### src/rtl/cap_board_pkg.sv
// Shared types, helpers and parameter legality checks for the capacitor-bank board.
package cap_board_pkg;

    typedef enum logic [1:0] {
        IDLE   = 2'd0,
        STEP   = 2'd1,
        SETTLE = 2'd2
    } seq_state_t;

    // Ceiling log2; returns 0 for n <= 1.
    function automatic int unsigned clog2(input int unsigned n);
        int unsigned r;
        int unsigned v;
        r = 0;
        v = 1;
        while (v < n) begin
            v = v << 1;
            r = r + 1;
        end
        return r;
    endfunction

    // True when the generic set describes a buildable board.
    function automatic bit params_ok(input int unsigned num_banks,
                                     input int unsigned div_log2,
                                     input int unsigned dead_cycles,
                                     input int unsigned settle_cycles);
        return (num_banks >= 1) && (num_banks <= 16) && (div_log2 >= 1) &&
               (dead_cycles < (32'd1 << div_log2)) && (settle_cycles >= 1);
    endfunction

endpackage

### src/rtl/cap_bank_phase_driver.sv
// Push-pull gate-drive generator: shared divider, dead time, boundary-gated bank enables.
module cap_bank_phase_driver
    import cap_board_pkg::*;
#(
    parameter int unsigned NUM_BANKS   = 4,
    parameter int unsigned DIV_LOG2    = 2,
    parameter int unsigned DEAD_CYCLES = 1
) (
    input  logic                 clk,
    input  logic                 rst,
    input  logic [NUM_BANKS-1:0] bank_state,
    output logic [NUM_BANKS-1:0] drive_a,
    output logic [NUM_BANKS-1:0] drive_b
);

    localparam int unsigned DIV_W = DIV_LOG2 + 1;

    logic [DIV_W-1:0]     div_cnt;
    logic [NUM_BANKS-1:0] gate;
    logic [DIV_LOG2-1:0]  sub_c;
    logic                 phase_c;
    logic                 dead_c;
    logic [NUM_BANKS-1:0] gate_nxt_c;

    // Phase decode; gate only follows bank_state at a half-period boundary.
    always_comb begin
        sub_c      = div_cnt[DIV_LOG2-1:0];
        phase_c    = div_cnt[DIV_LOG2];
        dead_c     = (sub_c < DIV_LOG2'(DEAD_CYCLES));
        gate_nxt_c = (sub_c == '0) ? bank_state : gate;
    end

    // Divider, gate latch and registered complementary drives.
    always_ff @(posedge clk or posedge rst) begin
        if (rst) begin
            div_cnt <= '0;
            gate    <= '0;
            drive_a <= '0;
            drive_b <= '0;
        end else begin
            div_cnt <= div_cnt + DIV_W'(1);
            gate    <= gate_nxt_c;
            drive_a <= gate_nxt_c & {NUM_BANKS{phase_c & ~dead_c}};
            drive_b <= gate_nxt_c & {NUM_BANKS{~phase_c & ~dead_c}};
        end
    end

endmodule

### src/rtl/cap_bank_sequencer.sv
// Board top: input synchronisers, tuning-code decode, one-bank-at-a-time switching FSM.
module cap_bank_sequencer
    import cap_board_pkg::*;
#(
    parameter int unsigned NUM_BANKS     = 4,
    parameter int unsigned CODE_W        = 7,
    parameter int unsigned BOARD_ID_W    = 6,
    parameter int unsigned DIV_LOG2      = 2,
    parameter int unsigned DEAD_CYCLES   = 1,
    parameter int unsigned SETTLE_CYCLES = 16
) (
    input  logic                  clk,
    input  logic                  rst,
    input  logic [BOARD_ID_W-1:0] boardId,
    input  logic                  enable,
    input  logic [CODE_W-1:0]     tuningCode,
    output logic [NUM_BANKS-1:0]  driveA,
    output logic [NUM_BANKS-1:0]  driveB,
    output logic [NUM_BANKS-1:0]  bankState,
    output logic                  busy,
    output logic                  stepDone
);

    localparam int unsigned NB_W   = clog2(NUM_BANKS);
    localparam int unsigned BASE_W = CODE_W + BOARD_ID_W + NB_W;
    localparam int unsigned CMP_W  = BASE_W + 1;
    localparam int unsigned CNT_W  = clog2(SETTLE_CYCLES + 1);

    if (!params_ok(NUM_BANKS, DIV_LOG2, DEAD_CYCLES, SETTLE_CYCLES)) begin : g_param_check
        $error("cap_bank_sequencer: illegal parameter set");
    end

    logic                  en_s1, en_s2;
    logic [CODE_W-1:0]     code_s1, code_s2, code_prev;
    logic [BOARD_ID_W-1:0] id_s1, id_s2;
    logic [NUM_BANKS-1:0]  target;
    logic [CNT_W-1:0]      settle_cnt;
    seq_state_t            state, state_nxt;

    logic [CMP_W-1:0]      base_c;
    logic [NUM_BANKS-1:0]  decode_c, target_nxt_c;
    logic [NUM_BANKS-1:0]  off_c, on_c, clr_mask_c, set_mask_c;
    logic [NUM_BANKS-1:0]  bank_nxt_c;
    logic                  do_step_c, settle_last_c, busy_nxt_c;

    // Thermometer decode of the code relative to this board's base address.
    always_comb begin
        base_c   = CMP_W'(id_s2) * CMP_W'(NUM_BANKS);
        decode_c = '0;
        for (int i = 0; i < NUM_BANKS; i++) begin
            decode_c[i] = (CMP_W'(code_s2) > (base_c + CMP_W'(i)));
        end
        target_nxt_c = (en_s2 && (code_s2 == code_prev)) ? decode_c : target;
    end

    // Synchronisers, glitch filter and target register.
    always_ff @(posedge clk or posedge rst) begin
        if (rst) begin
            en_s1     <= 1'b0;
            en_s2     <= 1'b0;
            code_s1   <= '0;
            code_s2   <= '0;
            code_prev <= '0;
            id_s1     <= '0;
            id_s2     <= '0;
            target    <= '0;
        end else begin
            en_s1     <= enable;
            en_s2     <= en_s1;
            code_s1   <= tuningCode;
            code_s2   <= code_s1;
            code_prev <= code_s2;
            id_s1     <= boardId;
            id_s2     <= id_s1;
            target    <= target_nxt_c;
        end
    end

    // Pick the highest bank to drop and the lowest bank to add.
    always_comb begin
        off_c      = bankState & ~target;
        on_c       = ~bankState & target;
        clr_mask_c = '0;
        set_mask_c = '0;
        for (int i = 0; i < NUM_BANKS; i++) begin
            if (off_c[i]) begin
                clr_mask_c    = '0;
                clr_mask_c[i] = 1'b1;
            end
        end
        for (int i = NUM_BANKS - 1; i >= 0; i--) begin
            if (on_c[i]) begin
                set_mask_c    = '0;
                set_mask_c[i] = 1'b1;
            end
        end
    end

    // FSM state register.
    always_ff @(posedge clk or posedge rst) begin
        if (rst) state <= IDLE;
        else     state <= state_nxt;
    end

    // FSM next-state logic.
    always_comb begin
        state_nxt = state;
        case (state)
            IDLE:    if (bankState != target) state_nxt = STEP;
            STEP:    state_nxt = SETTLE;
            SETTLE:  if (settle_cnt == CNT_W'(1)) state_nxt = IDLE;
            default: state_nxt = IDLE;
        endcase
    end

    // FSM outputs: the single-bit bank change and next busy level.
    always_comb begin
        do_step_c     = (state == STEP);
        settle_last_c = (state == SETTLE) && (settle_cnt == CNT_W'(1));
        bank_nxt_c    = bankState;
        if (do_step_c) begin
            bank_nxt_c = (|off_c) ? (bankState & ~clr_mask_c) : (bankState | set_mask_c);
        end
        busy_nxt_c = (bank_nxt_c != target_nxt_c) || (state_nxt != IDLE);
    end

    // Committed bank state, settle timer and status flags.
    always_ff @(posedge clk or posedge rst) begin
        if (rst) begin
            bankState  <= '0;
            settle_cnt <= '0;
            stepDone   <= 1'b0;
            busy       <= 1'b0;
        end else begin
            bankState <= bank_nxt_c;
            stepDone  <= settle_last_c;
            busy      <= busy_nxt_c;
            if (do_step_c)               settle_cnt <= CNT_W'(SETTLE_CYCLES);
            else if (state == SETTLE)    settle_cnt <= settle_cnt - CNT_W'(1);
        end
    end

    cap_bank_phase_driver #(
        .NUM_BANKS  (NUM_BANKS),
        .DIV_LOG2   (DIV_LOG2),
        .DEAD_CYCLES(DEAD_CYCLES)
    ) u_driver (
        .clk       (clk),
        .rst       (rst),
        .bank_state(bankState),
        .drive_a   (driveA),
        .drive_b   (driveB)
    );

endmodule

### config.mk
export PLATFORM = sky130hd
export DESIGN_NAME = cap_bank_sequencer
export DESIGN_NICKNAME = d
export VERILOG_FILES = /design/src/rtl/cap_board_pkg.sv /design/src/rtl/cap_bank_phase_driver.sv /design/src/rtl/cap_bank_sequencer.sv
export SDC_FILE = /design/constraint.sdc
export NUM_CORES = 1
export LEC_CHECK = 0
export ABC_AREA = 1
export ABC_CLOCK_PERIOD_IN_PS = 4150
export BUFFER_PORTS_ARGS = -buffer_cell sky130_fd_sc_hd__buf_2
export CAP_MARGIN = 25
export CORE_AREA = 3 3 118 120
export DETAILED_ROUTE_END_ITERATION = 10
export DIE_AREA = 0 0 121 123
export MAX_ROUTING_LAYER = met4
export PLACE_DENSITY_LB_ADDON = 0.3
export REMOVE_ABC_BUFFERS = 1
export SLEW_MARGIN = 15
export SYNTH_ARGS = -nofsm -noshare
export SYNTH_HDL_FRONTEND = slang
export SYNTH_SLANG_ARGS = --single-unit
### constraint.sdc
create_clock -name clk -period 4.15 [get_ports clk]
set_input_delay 1.245 -clock clk [delete_from_list [all_inputs] [get_ports clk]]
set_output_delay 1.245 -clock clk [all_outputs]
set_load 0.02 [all_outputs]
### Yosys cells after proc, flatten, opt, wreduce, memory -nomap -nowiden

Index checks and enable logic that the tools add are counted.

| word-level totals | value |
|---|---|
| bits in registers | 67 |
| input port bits | 16 |
| output and inout port bits | 14 |
| logic and storage cells | 71 |

| operators by class | value |
|---|---|
| add/subtract/negate cells | 5 |
| $lt $le $gt $ge | 5 |
| equality and inequality tests | 6 |
| muxes and demuxes | 17 |
| bitwise gates (word level) | 13 |
| reductions and logical operators | 8 |

Operators with widths:

| cell | count |
|---|---|
| $mux 4 | 11 |
| $gt 7x9->1 | 3 |
| $and 4x4->4 | 5 |
| $add 8x2->9 const B | 2 |
| $not 4->4 | 3 |
| $mux 5 | 2 |
| $add 8x1->9 const B | 1 |
| $gt 7x8->1 | 1 |
| $ne 4x4->1 | 2 |
| $eq 7x7->1 | 1 |
| $pmux 2 s3 | 1 |
| $eq 5x1->1 const B | 1 |
| $sub 5x1->5 const B | 1 |
| $logic_not 2->1 | 2 |
| $mux 2 | 2 |
| $or 4x4->4 | 1 |
| $reduce_bool 2->1 | 2 |
| $reduce_or 4->1 | 1 |
| $add 3x1->3 const B | 1 |
| $and 1x1->1 | 2 |
| $eq 2x1->1 const B | 1 |
| $eq 2x2->1 const B | 1 |
| $logic_and 1x1->1 | 2 |
| $lt 2x1->1 const B | 1 |
| 3 further kinds | 4 |

### Longest topological paths before layout

Gate-level depths: netlist (run 1).

| depth | value |
|---|---|
| depth after elaboration | 12 |
| depth in mapped cells | 14 |
| depth with buffers taken out | 14 |

### Hierarchy

A second synthesis (run 1) with hierarchy kept.

| second synthesis, totals | value |
|---|---|
| cell total of the unflattened synthesis | 330 |
| area, all modules | 2994.1 um2 |

Modules (own cells, without submodules):

| module | instances | cells each | area each (um2) | seq. area each (um2) |
|---|---|---|---|---|
| cap_bank_sequencer | 1 | 284 | 2484.9 | 1301.2 |
| cap_bank_phase_driver | 1 | 46 | 509.2 | 375.4 |

### Worst setup path before layout (run 1)

Ideal clock, no wire load.

| timing path | value |
|---|---|
| kind | register to output |
| from | register bankState[3] |
| to | output port bankState[3] |
| arrival | 0.473 ns |
| slack | 2.432 ns |
| stages on the path, launching flop included | 1 |
| path buffers | 0 |
| cells stage by stage | dfrtp_1 |

RTL lines:

| what | RTL line | text |
|---|---|---|
| start: declaration | cap_bank_sequencer.sv:19 | `output logic [NUM_BANKS-1:0] bankState,` |
| start signal: assignment | cap_bank_sequencer.sv:135 | `bankState <= bank_nxt_c;` |

No word-level cell between the ends.

### Worst setup path after layout (run 1)

| timing path | value |
|---|---|
| from | register bankState[2] |
| to | output port bankState[2] |

No word-level cell between the ends.

==> results of run 1 <==
[cell families after synthesis]
family,synth area share (%)
fa+ha+maj,9.69
compound gates,3.91
buf+inv,9.08
flops,54.1
simple gates,22.7
xor+xnor,0.565
[power breakdown]
part	internal, W	switching, W
Sequential	0.000751	0.0000749
Clock	0.000407	0.000279
Combinational	0.000198	0.000349
Total	0.00136	0.000703
[metal layers]
layer	up-vias	part of all wire [%]	GRT usage, %
met2	25	44	12.9
met4	0	2.0	3.82
li1	1158	-	-
met1	1013	50	11.3
met5	-	0	-
met3	10	3.3	2.70
[flip-flops by register name (all words and copies together) (netlist names), 5 cells and up]
signal,count
code_prev,7
code_s1,7
code_s2,7
id_s1,6
id_s2,6
settle_cnt,5
[final timing paths]
path	start	end	slack, ps	depth (start not counted)
setup / recovery	bankState[2]	bankState[2]	1910	1
hold / removal	code_s1[5]	code_s2[5]	350	0
setup reg to reg	code_s2[6]	busy	2260	11
hold reg to reg	code_s1[5]	code_s2[5]	350	0
max in group asynchronous	rst	stepDone	2490	3
min in group asynchronous	rst	code_s1[0]	1000	2
[cell type report]
class                   instances  area, um2  area share (%)
flip-flops and latches         67       1680            44.5
multi-input cells             213       1140            30.3
inverters                      74        278            7.37
clock buffers                  11        233            6.18
well taps                     176        220            5.84
repair buffers                 31        180            4.78
clock inverters                 5       38.8            1.03
[synth_stat cells (2+ instances only)]
library cell,number
nand2_2,7
nand3b_1,2
ha_1,24
o21ai_0,12
inv_1,69
xor2_1,2
nand3_1,18
nor2_1,34
a21oi_1,6
inv_2,4
nand2_1,93
nand4_1,5
dfrtp_1,67
[through the flow]
step | hold slack [ps] | worst slack [ps]
floorplan | 331 | 1220
global placement | 334 | 1740
detailed placement | 336 | 2080
CTS | 348 | 1880
global route | 351 | 1870
finish | 345 | 1910
==> metrics, run 1 <==
outcome finished, final reports clean; via total after detailed routing 2206; number of cell rows 42; CP required 2900 ps; number of enable flip-flop cells after synthesis 0; Power Dens Cells 546 nW/um2; layout cell share with drive strength beyond 1 15.5%; critical path class reg2out; initial core utilization 23.7%; antenna-violating nets left 0; Final Hold Viols 0; maximum clock path buffer count 2; Post-DP HPWL 4470 um; starting DRC count in detailed routing 101; Clk Tree Root Cell clkbuf_16; setup total negative slack 0 ps; Worst VDD drop 0.000194 V; die area 14900 um2; H-tree depth reported by CTS 3; crit-path cells buf_2; fin nets 436; most frequent cells in the layout 93 x nand2_1, 68 x inv_1, 67 x dfrtp_1; post-CTS sizing 0; synthesized area 3100 um2; Least-Margin Pin Slew 640 ps; #FFs+latches synth 67; RSZ-0062 raised after global routing false; vias in the first global route 2175; post-route cell area 3770 um2; clk slew on worst S/H paths 60 ps; Setup crit end kind output pin; Unique masters post-synth 25; fin crit period 2240 ps; placed inst area 3500 um2; Area contributors post-synth dfrtp_1 54%, nand2_1 11%, ha_1 9.7%, inv_1 8.4%, nor2_1 4.1%; area grow syn2layout 21.5%; # fillers 1404; Via density 3.82; Mapped Cells 355; final setup fails 0; Pleak 2.06 nW; IO Pins 30; Async SR Flop Fraction 100%; Core Util, Final 28.8%; global-route wire length before repair 9960 um; Top FF cell, synth dfrtp_1; Setup Fix Bufs, Post-CTS 0; crit share post-route 54.0%; Crit path max-delay family flip-flops; routed len/inst 10.2 um; maximum fanout along the worst path 5; Yosys warning total 0; crit start category register; antenna cells 0; port bufs 29; number of CTS-inserted buffers 9; max_cap viols 0; first-pass iteration count of the detailed router 4; GP Congestion 0.815; Buf/Inv on CP 1; Slew Viols, Final 0; Syn Area/Cell 8.73 um2; Total GRT Usage 8.82%; Core Box Area 13100 um2; Worst path max stage delay 450 ps; WP data arrival 1000 ps; # DRC 0; overall power 0.00206 W; clock sink count 67; fin cells 577; Slowest-stage cell, CP dfrtp_1; largest net degree at the start of global routing 28; final wirelength 5860 um; GRT overflow 0; Fmax achieved 446 MHz; # hold bufs at CTS 0; Die H 123 um; CTS tree yes; cell count after placement 561; area leader, netlist dfrtp_1; Seq/Total Area, Yosys 54.1%; worst rel slew slack 57.3%; Worst Skew 5.40 ps; die width 121 um; initial antenna violation count 0; latest clock arrival within the worst-skew pair 330 ps; post-synth top area share 54.1%; hold crit path type reg2reg; commonest non-fill, non-tap cell in the layout nand2_1
(Power assumes the default switching activity.)
==> run 2: changes to the inputs <==
--- a/config.mk
+++ b/config.mk
@@ -6,7 +6,7 @@
 export NUM_CORES = 1
 export LEC_CHECK = 0
 export ABC_AREA = 1
-export ABC_CLOCK_PERIOD_IN_PS = 4150
+export ABC_CLOCK_PERIOD_IN_PS = 2200
 export BUFFER_PORTS_ARGS = -buffer_cell sky130_fd_sc_hd__buf_2
 export CAP_MARGIN = 25
 export CORE_AREA = 3 3 118 120
==> constraint.sdc (replaced) <==
create_clock -name clk -period 2.2 [get_ports clk]
set_input_delay 0.66 -clock clk [delete_from_list [all_inputs] [get_ports clk]]
set_output_delay 0.66 -clock clk [all_outputs]
set_load 0.02 [all_outputs]
==> run 2 against run 1 <==
Against the previous run: sequential power up 90%; clock skew hardly changed; via count shrank 0.32%; sequential share of layout area shrank 0.25 points; clock power is 120% higher; first-iteration DRC count fell by 29%; final cell count shrank 0.35%; core utilization rose by 0.16 points; flip-flop and latch count stayed put; cell area rose by 0.56%; power grew 100%; hold slack got worse by 5.1 ps; critical endpoint is now busy; largest cell class unchanged; highest routed layer unchanged.
==> metrics, run 2 (synthesis gave the netlist of run 1 again) <==
vias in the first global route 2277; fin crit period 1790 ps; Pint 0.00277 W; placed inst area 3480 um2; Setup crit end kind register; Worst VDD drop 0.000363 V; setup total negative slack 0 ps; CP required 2420 ps; final wirelength 5990 um; clock sink count 67; register area 1680 um2; switching fraction of total power 32.5%; crit start category register; starting DRC count in detailed routing 72; critical path class reg2reg; H-tree depth reported by CTS 3; IO Pins 30; # hold bufs at CTS 0; maximum fanout along the worst path 5; combinational fraction of design power 25.6%; die area 14900 um2; antenna-violating nets left 0; antenna cells 0; cell count after placement 560; Via density 3.82; fin worst setup slack 407 ps; Post-Place Setup Slack 409 ps; latest clock arrival within the worst-skew pair 330 ps; # DRC 0; post-CTS sizing 0; outcome finished, final reports clean; port bufs 29; Worst Skew 5.79 ps; Slew Viols, Final 0; most frequent cells in the layout 93 x nand2_1, 68 x inv_1, 67 x dfrtp_1; area grow syn2layout 22.2%; CTS tree yes; Fmax achieved 558 MHz; worst rel slew slack 76.7%; first-pass iteration count of the detailed router 5; Pleak 2.07 nW; Total GRT Usage 9.46%; GRT overflow 0; Worst Reg-to-Reg Cells 11; clock group share of total power 36.3%; largest registers code_prev: 7 flops, code_s1: 7 flops, code_s2: 7 flops; initial antenna violation count 0; post-route cell area 3790 um2; RSZ-0062 raised after global routing false; routed len/inst 10.4 um; Net Switching 0.00134 W; Die H 123 um; Setup Fix Bufs, Post-CTS 0; WP data arrival 2010 ps; number of CTS-inserted buffers 9; die width 121 um; initial core utilization 23.7%; commonest non-fill, non-tap cell in the layout nand2_1; Clk Tree Root Cell clkbuf_16; global-route wire length before repair 10600 um; clk slew on worst S/H paths 60 ps; Core Box Area 13100 um2; Reg power frac 38.1%; # fillers 1378; Hold Slack 340 ps; Post-DP HPWL 4470 um; final setup fails 0; layout cell share with drive strength beyond 1 15.3%; number of cell rows 42; Power Dens Cells 1080 nW/um2; Setup crit start code_s2[6]; crit share post-route 81.5%; worst reg-to-reg setup slack 410 ps; fin nets 435; hold crit path type reg2reg; GP Congestion 0.803; largest net degree at the start of global routing 68; max_cap viols 0; via total after detailed routing 2199; area of the multi-input gates 1140 um2; reg2reg end busy; Final Hold Viols 0; CP Capture Point busy; worst reg2reg path startpoint code_s2[6]; fin cells 575; Least-Margin Pin Slew 350 ps; maximum clock path buffer count 2
## run 2: worst min path at each step
stage	startpoint	endpoint	slack, ps	depth (start not counted)
after floorplan	code_s1[0]	code_s2[0]	330	0
after global placement	id_s1[0]	id_s2[0]	330	0
after detailed placement	id_s1[0]	id_s2[0]	340	0
after CTS	id_s1[3]	id_s2[3]	350	0
after global routing	id_s1[3]	id_s2[3]	350	0
final	id_s1[3]	id_s2[3]	340	0
## run 2: final cells by class
type	count	area share (%)
sequential	67	44.2
multi-input combinational	213	30.1
timing repair buffer	30	4.36
tap	176	5.81
clock inverter	5	2.08
clock buffer	10	6.04
inverter	74	7.33
## run 2: through the flow
step	total power, W	util [%]
floorplan	0.00234	-
global placement	0.00263	26.6
detailed placement	0.00265	26.6
CTS	0.00417	29.0
global route	0.00443	29.0
finish	0.00411	29.0
## run 2: worst max-delay path, cell delays in order (launching register included)
cell	delay (ps)
dfrtp_1	410
ha_1	340
nand2_1	80
inv_1	30
o21ai_0	270
nand2_1	140
nand2_1	80
nand2_1	50
nand3b_1	90
nand2_2	50
nor2_1	90
nand2_1	50
## run 2: routing by layer
| metal | global-route usage [%] | wire length (um) |
|---|---|---|
| met1 | 11.9 | 2920 |
| met2 | 14.0 | 2740 |
| met3 | 2.65 | 198 |
| met4 | 4.75 | 135 |
| met5 | - | 0 |
## run 2: power by group through the flow
stage | Combinational, W | Clock, W | Sequential (W)
after floorplan | 0.000751 | 0 | 0.00159
after global placement | 0.00105 | 0 | 0.00158
after detailed placement | 0.00106 | 0 | 0.00159
after CTS | 0.00107 | 0.00153 | 0.00157
after global routing | 0.00123 | 0.00160 | 0.00159
final | 0.00105 | 0.00149 | 0.00157
==> run 3: changes to the inputs <==
--- a/config.mk
+++ b/config.mk
@@ -6,7 +6,7 @@
 export NUM_CORES = 1
 export LEC_CHECK = 0
 export ABC_AREA = 1
-export ABC_CLOCK_PERIOD_IN_PS = 2200
+export ABC_CLOCK_PERIOD_IN_PS = 1480
 export BUFFER_PORTS_ARGS = -buffer_cell sky130_fd_sc_hd__buf_2
 export CAP_MARGIN = 25
 export CORE_AREA = 3 3 118 120
==> constraint.sdc (replaced) <==
create_clock -name clk -period 1.48 [get_ports clk]
set_input_delay 0.444 -clock clk [delete_from_list [all_inputs] [get_ports clk]]
set_output_delay 0.444 -clock clk [all_outputs]
set_load 0.02 [all_outputs]
==> run 3 against run 2 <==
Against the previous run: the flow now finishes with violations (setup timing); core utilization grew 4.7 points; wire length grew 11%; setup slack lost 570 ps; global-route usage grew 0.26 points; clock skew shrank 3.2 ps; final cell count grew 7.8%; non-clock buffer count grew 44; first-iteration DRC count grew 28%; combinational power grew 150%; critical path depth is the same; sequential power grew 45%; critical path type unchanged; largest cell class unchanged; highest routed layer unchanged.
==> metrics, run 3 (synthesis gave the netlist of run 1 again) <==
outcome finished with violations; # fillers 1329; maximum fanout along the worst path 4; Die H 123 um; maximum clock path buffer count 2; port bufs 29; crit share post-route 111%; Setup crit end kind register; Slew Viols, Final 0; post-route cell area 4410 um2; commonest non-fill, non-tap cell in the layout nand2_1; latest clock arrival within the worst-skew pair 320 ps; max_cap viols 0; Worst VDD drop 0.000587 V; via total after detailed routing 2430; initial antenna violation count 0; Worst Skew 2.60 ps; Least-Margin Pin Slew 347 ps; placed inst area 3730 um2; global-route wire length before repair 11100 um; number of CTS-inserted buffers 9; crit start category register; IO Pins 30; Pleak 2.29 nW; worst rel slew slack 76.6%; # DRC 0; Post-DP HPWL 4730 um; failing checks setup timing; Fmax achieved 609 MHz; final wirelength 6640 um; most frequent cells in the layout 82 x nand2_1, 66 x dfrtp_1, 55 x inv_1; CP required 1690 ps; Clk Tree Root Cell clkbuf_16; clock sink count 67; GP Congestion 0.825; RSZ-0062 raised after global routing true; fin worst setup slack -162 ps; Core Box Area 13100 um2; largest net degree at the start of global routing 39; Final Hold Viols 0; fin nets 479; Post-Place Setup Slack -281 ps; area grow syn2layout 42.2%; H-tree depth reported by CTS 3; WP data arrival 1860 ps; routed len/inst 10.7 um; layout cell share with drive strength beyond 1 36.3%; starting DRC count in detailed routing 92; initial core utilization 23.7%; number of cell rows 42; die area 14900 um2; Total GRT Usage 9.72%; hold crit path type in2reg; critical path class reg2reg; largest registers code_prev: 7 flops, code_s1: 7 flops, code_s2: 7 flops; CTS tree yes; vias in the first global route 2423; fin crit period 1640 ps; clk slew on worst S/H paths 50 ps; overall power 0.00691 W; Via density 3.92; GRT overflow 0; first-pass iteration count of the detailed router 4; Power Dens Cells 1570 nW/um2; die width 121 um; antenna-violating nets left 0; antenna cells 0; final setup fails 4
[run 3: worst paths after layout]
| path | start | endpoint | slack (ps) | depth (start not counted) |
|---|---|---|---|---|
| setup / recovery | code_s2[3] | busy | -160 | 11 |
| hold / removal | boardId[5] | id_s1[5] | 220 | 1 |
| setup reg to reg | code_s2[3] | busy | -160 | 11 |
| hold reg to reg | id_s1[0] | id_s2[0] | 340 | 0 |
| max in group asynchronous | rst | code_prev[4] | 410 | 4 |
| min in group asynchronous | rst | code_s1[1] | 540 | 3 |
[run 3: routing by layer]
layer | track usage, % | vias up | part of all wire (%)
met5 | - | - | 0
met4 | 4.46 | 0 | 1.9
met3 | 2.33 | 8 | 2.3
met2 | 15.1 | 24 | 50
met1 | 12.1 | 1156 | 46
li1 | - | 1242 | -
[run 3: cell type report]
type | instances | area [um2] | share of cell area (%)
sequential | 67 | 1680 | 38.1
multi-input combinational | 213 | 1390 | 31.6
timing repair buffer | 74 | 553 | 12.5
inverter | 74 | 278 | 6.30
clock buffer | 12 | 236 | 5.36
tap | 176 | 220 | 5.00
clock inverter | 4 | 51.3 | 1.16
[run 3: timing repair]
action                     4_1_cts  5_1_grt
hold buffers                     1        0
buffers inserted                 3        9
resized for setup               32       54
pin swaps                       16       22
setup endpoints to repair       10       15
hold endpoints to repair         4        0
[run 3: power breakdown]
group	internal, W	total, W	leakage [nW]	switching (W)
logic	0.00121	0.00259	1.34	0.00138
clock network	0.00130	0.00204	0.137	0.000737
registers	0.00211	0.00228	0.816	0.000174
total	0.00462	0.00691	2.29	0.00229
[run 3: critical path: stages, from the launching register on]
cell and delay, ps:
dfrtp_1 410, ha_4 300, nand2_1 70, inv_2 70, nand3_2 60, nor2_2 140
nand3b_1 140, nand2_1 70, nand2_1 60, nand2_1 40, nor2_1 100, nand2_1 60
[run 3: metrics by stage]
| stage | setup TNS (ps) | hold slack [ps] | util, % | instances |
|---|---|---|---|---|
| global placement | -521 | 333 | 28.5 | 593 |
| finish | -345 | 223 | 33.7 | 620 |
| floorplan | -43510 | 331 | - | 354 |
| detailed placement | -692 | 335 | 28.5 | 593 |
| global route | -846 | 206 | 33.7 | 620 |
| CTS | -311 | 210 | 31.9 | 611 |
